[src/rtl/pipe_hazard_ctrl.sv]
// pipe_hazard_ctrl
//   Central stall/flush sequencer for the 5-stage RV32 pipeline. Arbitrates
//   load-use hazards, multi-cycle mul/div occupancy of EX, instruction and
//   data memory wait, and taken-branch redirects (including a branch taken
//   while a fetch is still outstanding).
//
// Parameters
//   MD_LAT : freeze cycles applied for one mul/div op in EX (>= 1)
//   CNT_W  : width of the saturating stall-cycle counter
//
// Ports
//   clk, rst                 : clock (rising edge), async active-low reset
//   id_rs1/2, id_rs1/2_used  : source registers of the ID instruction
//   ex_valid, ex_rd          : EX occupancy and destination register
//   ex_mem_read, ex_muldiv   : EX instruction is a load / mul-div
//   ex_br_taken              : branch/jump resolved taken in EX
//   imem_wait, dmem_wait     : fetch / data memory not ready this cycle
//   stall[1:0]               : bit0 freezes PC+IF/ID, bit1 freezes ID/EX+EX
//   pc_hold, pc_redirect     : PC hold / load branch target
//   ifid_flush               : zero IF/ID
//   idex_bubble, exmem_bubble: NOP insertion into ID/EX, EX/MEM
//   state                    : 0 RUN, 1 MD_BUSY, 2 FLUSH_PEND
//   stall_cnt                : cycles with pc_hold=1, saturating
module pipe_hazard_ctrl #(
  parameter int MD_LAT = 4,
  parameter int CNT_W  = 32
) (
  input  logic             clk,
  input  logic             rst,
  input  logic [4:0]       id_rs1,
  input  logic [4:0]       id_rs2,
  input  logic             id_rs1_used,
  input  logic             id_rs2_used,
  input  logic             ex_valid,
  input  logic [4:0]       ex_rd,
  input  logic             ex_mem_read,
  input  logic             ex_muldiv,
  input  logic             ex_br_taken,
  input  logic             imem_wait,
  input  logic             dmem_wait,
  output logic [1:0]       stall,
  output logic             pc_hold,
  output logic             pc_redirect,
  output logic             ifid_flush,
  output logic             idex_bubble,
  output logic             exmem_bubble,
  output logic [1:0]       state,
  output logic [CNT_W-1:0] stall_cnt
);

  localparam int MD_CNT_W = (MD_LAT > 1) ? $clog2(MD_LAT) : 1;

  typedef enum logic [1:0] {
    S_RUN        = 2'd0,
    S_MD_BUSY    = 2'd1,
    S_FLUSH_PEND = 2'd2
  } state_t;

  state_t              state_q, state_d;
  logic [MD_CNT_W-1:0] md_cnt_q, md_cnt_d;
  logic                md_done_q, md_done_d;
  logic [CNT_W-1:0]    stall_cnt_q, stall_cnt_d;

  logic       lu_hz, md_start, md_busy, freeze, br_acc;
  logic [1:0] stall_c;
  logic       pc_hold_c, pc_redirect_c, ifid_flush_c, idex_bubble_c, exmem_bubble_c;

  // Hazard detection
  always_comb begin
    lu_hz = ex_valid & ex_mem_read & (ex_rd != 5'd0) &
            ((id_rs1_used & (id_rs1 == ex_rd)) | (id_rs2_used & (id_rs2 == ex_rd)));
    md_busy = (state_q == S_MD_BUSY);
    // md_done masks the op that just finished and is still sitting in EX
    // on the release cycle, so it cannot start a second freeze.
    md_start = (state_q == S_RUN) & ex_valid & ex_muldiv & ~md_done_q & ~dmem_wait;
    freeze   = dmem_wait | md_busy | md_start;
    br_acc   = ex_br_taken & ex_valid & ~freeze;
  end

  // Output arbitration (fixed priority)
  always_comb begin
    stall_c        = 2'b00;
    pc_hold_c      = 1'b0;
    pc_redirect_c  = 1'b0;
    ifid_flush_c   = 1'b0;
    idex_bubble_c  = 1'b0;
    exmem_bubble_c = 1'b0;
    if (freeze) begin
      stall_c        = 2'b11;
      pc_hold_c      = 1'b1;
      // While memory stalls, EX/MEM must keep its contents rather than
      // take a bubble.
      exmem_bubble_c = (md_busy | md_start) & ~dmem_wait;
    end else if (br_acc) begin
      pc_redirect_c = 1'b1;
      ifid_flush_c  = 1'b1;
      idex_bubble_c = 1'b1;
    end else if (lu_hz) begin
      stall_c       = 2'b01;
      pc_hold_c     = 1'b1;
      idex_bubble_c = 1'b1;
    end else if (imem_wait) begin
      pc_hold_c    = 1'b1;
      ifid_flush_c = 1'b1;
    end
    // The outstanding fetch is wrong-path: keep discarding until it lands,
    // including the cycle it finally arrives.
    if (state_q == S_FLUSH_PEND) begin
      ifid_flush_c = 1'b1;
      pc_hold_c    = imem_wait | freeze;
    end
  end

  // Outputs forced low while reset is asserted
  always_comb begin
    stall        = rst ? stall_c        : 2'b00;
    pc_hold      = rst ? pc_hold_c      : 1'b0;
    pc_redirect  = rst ? pc_redirect_c  : 1'b0;
    ifid_flush   = rst ? ifid_flush_c   : 1'b0;
    idex_bubble  = rst ? idex_bubble_c  : 1'b0;
    exmem_bubble = rst ? exmem_bubble_c : 1'b0;
    state        = state_q;
    stall_cnt    = stall_cnt_q;
  end

  // Next-state logic
  always_comb begin
    state_d     = state_q;
    md_cnt_d    = md_cnt_q;
    md_done_d   = md_done_q;
    stall_cnt_d = stall_cnt_q;

    if (md_done_q && !stall_c[1]) begin
      md_done_d = 1'b0;
    end

    unique case (state_q)
      S_RUN: begin
        if (md_start) begin
          if (MD_LAT > 1) begin
            state_d  = S_MD_BUSY;
            md_cnt_d = MD_CNT_W'(MD_LAT - 1);
          end else begin
            md_done_d = 1'b1;
          end
        end else if (br_acc && imem_wait) begin
          state_d = S_FLUSH_PEND;
        end
      end
      S_MD_BUSY: begin
        if (!dmem_wait) begin
          if (md_cnt_q == MD_CNT_W'(1)) begin
            state_d   = S_RUN;
            md_cnt_d  = '0;
            md_done_d = 1'b1;
          end else begin
            md_cnt_d = md_cnt_q - MD_CNT_W'(1);
          end
        end
      end
      S_FLUSH_PEND: begin
        if (!imem_wait) begin
          state_d = S_RUN;
        end
      end
      default: begin
        state_d = S_RUN;
      end
    endcase

    if (pc_hold_c && (stall_cnt_q != {CNT_W{1'b1}})) begin
      stall_cnt_d = stall_cnt_q + CNT_W'(1);
    end
  end

  // State registers
  always_ff @(posedge clk or negedge rst) begin
    if (!rst) begin
      state_q     <= S_RUN;
      md_cnt_q    <= '0;
      md_done_q   <= 1'b0;
      stall_cnt_q <= '0;
    end else begin
      state_q     <= state_d;
      md_cnt_q    <= md_cnt_d;
      md_done_q   <= md_done_d;
      stall_cnt_q <= stall_cnt_d;
    end
  end

endmodule

[config.mk]
export PLATFORM = sky130hd
export DESIGN_NAME = pipe_hazard_ctrl
export DESIGN_NICKNAME = d
export VERILOG_FILES = /design/src/rtl/pipe_hazard_ctrl.sv
export SDC_FILE = /design/constraint.sdc
export NUM_CORES = 1
export LEC_CHECK = 0
export CORE_UTILIZATION = 42
export DETAILED_ROUTE_END_ITERATION = 16
export PLACE_DENSITY = 0.86
export SYNTH_ARGS = -nofsm -noshare
export SYNTH_HDL_FRONTEND = slang
export SYNTH_SLANG_ARGS = --single-unit
[constraint.sdc]
create_clock -name clk -period 2.18 [get_ports clk]
set_input_delay 0.436 -clock clk [delete_from_list [all_inputs] [get_ports clk]]
set_output_delay 0.436 -clock clk [all_outputs]
set_load 0.01 [all_outputs]
==> out/summary.txt <==
Sink Count: 37
leakage power: 1.346 nW
Total Wirelength: 5651 microns
Post-Place Cells: 361
register area: 925.9 sq um
Period minus WS final: 2.278 ns
simple-gate share of the synthesized area: 0.2718
Routed Antenna Nets: 0
largest net degree at the start of global routing: 32
RSZ-0062 raised after global routing: true
Root Driver: clkbuf_8
Worst R2R Setup Slack: 0.15 ns
measured slew at the worst slew-check pin: 0.3574 ns
Avg Cell Area, Syn: 9.811 sq um
area occupied by multi-input gates: 1202 sq um
Synth Area in Compound Gates: 0.06853
Hold Slack: 0.1316 ns
upper clock frequency limit: 439.0 MHz
element type at the critical path start: input port
Worst Setup End Kind: primary output
Rel. slew slack: 0.7618
violated checks: setup timing
top post-synthesis cells by area: dfrtp_1 44%, xnor2_1 16%, nand4_1 5.4%, and3_1 4.5%, nand3_1 4.3%
GPL Wtd Cong: 0.8027
Netlist cell types: 35
vias in the first global route: 1864
leading area contributor after synthesis: dfrtp_1
IO buf count: 65
CTS tree: built
Seq cells post-synth: 37
largest family of logic cells by synthesized area: simple AND/OR/NAND/NOR gates
Hold Fails Final Rpt: 0
Syn. warnings: 0
clk slew on worst S/H paths: 0.07 ns
Post-Synth XOR/XNOR Area: 0.1669
Worst VDD drop: 0.6678 mV
PwrDens: 721.8 nW/um^2
Slew Limit Fails: 0
Tot Pwr: 0.002235 W
drt initial violations: 174
hold_buf cts: 0
Starting Density: 0.4416
cts bufs inserted: 5
Layout Cells excl Fill: 372
sequential share of the synthesized area: 0.4410
final net count: 332
async set-reset flop share out of synthesis: 1.000
Post-Syn Area: 2100 sq um
die width: 72.70 microns
floorplan row count: 25
Die ar.: 5285 sq um
dominant synthesized flop cell: dfrtp_1
max_cap viols: 0
Final setup viols: 3
first-pass GRT wire length: 8976 microns
GRT overflow: 0
I/O Pins: 66
Post-Synthesis Net Count: 241
H-tree levels: 2
DR pass1 iterations: 4
EDFF count, synth: 0
Post-Synth Adder-Cell Area: 0.01192
Req. time, crit path: 1.74 ns
Via density: 5.336
CP Data Arrival Time: 1.84 ns
commonest cells in the synthesized netlist: 38 x xnor2_1, 37 x dfrtp_1, 18 x nand3_1, 18 x nand4_1, 15 x and3_1
crit-path max FO: 3
Hold Path Class: input port to asynchronous set/reset pin
Synth-to-Final Area Change: 47.50%
fillcell total: 375
Vias: 1985
Wirelength per Cell: 15.19 microns
setup ws final: -0.09792 ns
Die Y: 72.70 microns
proportion of layout cells with a drive suffix above 1: 0.2393
residual DRC count: 0
Final TNS setup: -0.1775 ns
Core Area: 4755 sq um
placed cell areas: 2948 sq um
dpl hpwl: 3945 microns
critical path type: input port to primary output
gr usage total: 0.2202
CTS Buffer Depth: 2
area share of the largest cell type after synthesis: 0.4410
Antenna diodes: 0
post-synthesis cell count: 214
Clock Latency Late Sink: 0.29 ns
top-count cell post-synth: xnor2_1
post-route cell area: 3097 sq um
outcome: finished with violations
multiplexer share of the synthesized area: 0.01073
fin crit share: 1.045
Setup Skew: 0.008059 ns
initial antenna violation count: 0
[report_power, final]
group          total [W]  switching (W)  internal, W
combinational   0.000834       0.000376     0.000457
sequential      0.000922       0.000124     0.000798
clock           0.000479       0.000229     0.000251
[worst max-delay path, cell delays in order]
cell and delay [ns]:
buf_8 0.10, or4_4 0.54, o2111ai_4 0.22, buf_4 0.14, o211ai_2 0.09, and2_1 0.17
buf_2 0.14
[layout by cell type, fill, tap and decap left out, drive strengths merged, types with 12 or more instances in the layout]
cell type,count
xnor2,38
clkdlybuf4s50,37
dfrtp,37
buf,36
nand3,20
nand4,18
and3,15
clkbuf,15
nand2,14
nor2,12
[worst paths after layout]
check | start | to | cells past startpoint
setup / recovery | ex_rd[4] | pc_hold | 7
hold / removal | rst | state[1] | 2
setup reg to reg | stall_cnt[9] | stall_cnt[29] | 8
hold reg to reg | md_cnt_q[1] | md_cnt_q[1] | 1
max in group asynchronous | rst | stall_cnt[17] | 2
min in group clk | md_cnt_q[1] | md_cnt_q[1] | 1
[flip-flops by register name, indices dropped and copies added (netlist names)]
| register | flops |
|---|---|
| md_done_q | 1 |
| stall_cnt | 32 |
| md_cnt_q | 2 |
| state | 2 |
[what timing repair did]
action | in CTS | in global routing
resized for setup | 82 | 20
pin swaps | 21 | 15
setup buffers | 4 | 0
endpoints found under the setup margin | 39 | 31
[through the flow]
| step | utilization | setup slack (ns) |
|---|---|---|
| 2_1_floorplan | - | 0.006598 |
| 3_3_place_gp | 0.6200 | -0.7526 |
| 3_5_place_dp | 0.6200 | -0.8094 |
| 4_1_cts | 0.6497 | -0.04864 |
| 5_1_grt | 0.6513 | -0.1558 |
| 6_report | 0.6513 | -0.09792 |
[logic make-up after synthesis]
family,Yosys count
and+or+nand+nor,100
xor gates and xnor gates,40
DFF,37
AOI/OAI and AO/OA,22
buffers and inverters,11
muxes,2
adders and majority gates,2
[routing by layer]
layer,up-vias,GRT usage,part of all wire
met2,61,0.3821,0.53
li1,939,-,-
met1,978,0.2804,0.41
met3,7,0.03867,0.049
met4,0,0.06536,0.0099
met5,-,0,0
[layout make-up]
class,instances,share of cell area
Inverter,4,0.004848
Tap cell,67,0.02707
Multi-Input combinational cell,166,0.3883
Clock buffer,7,0.02788
Sequential cell,37,0.2990
Timing Repair Buffer,91,0.2529
Note: power is estimated with default switching activity, not from simulation.
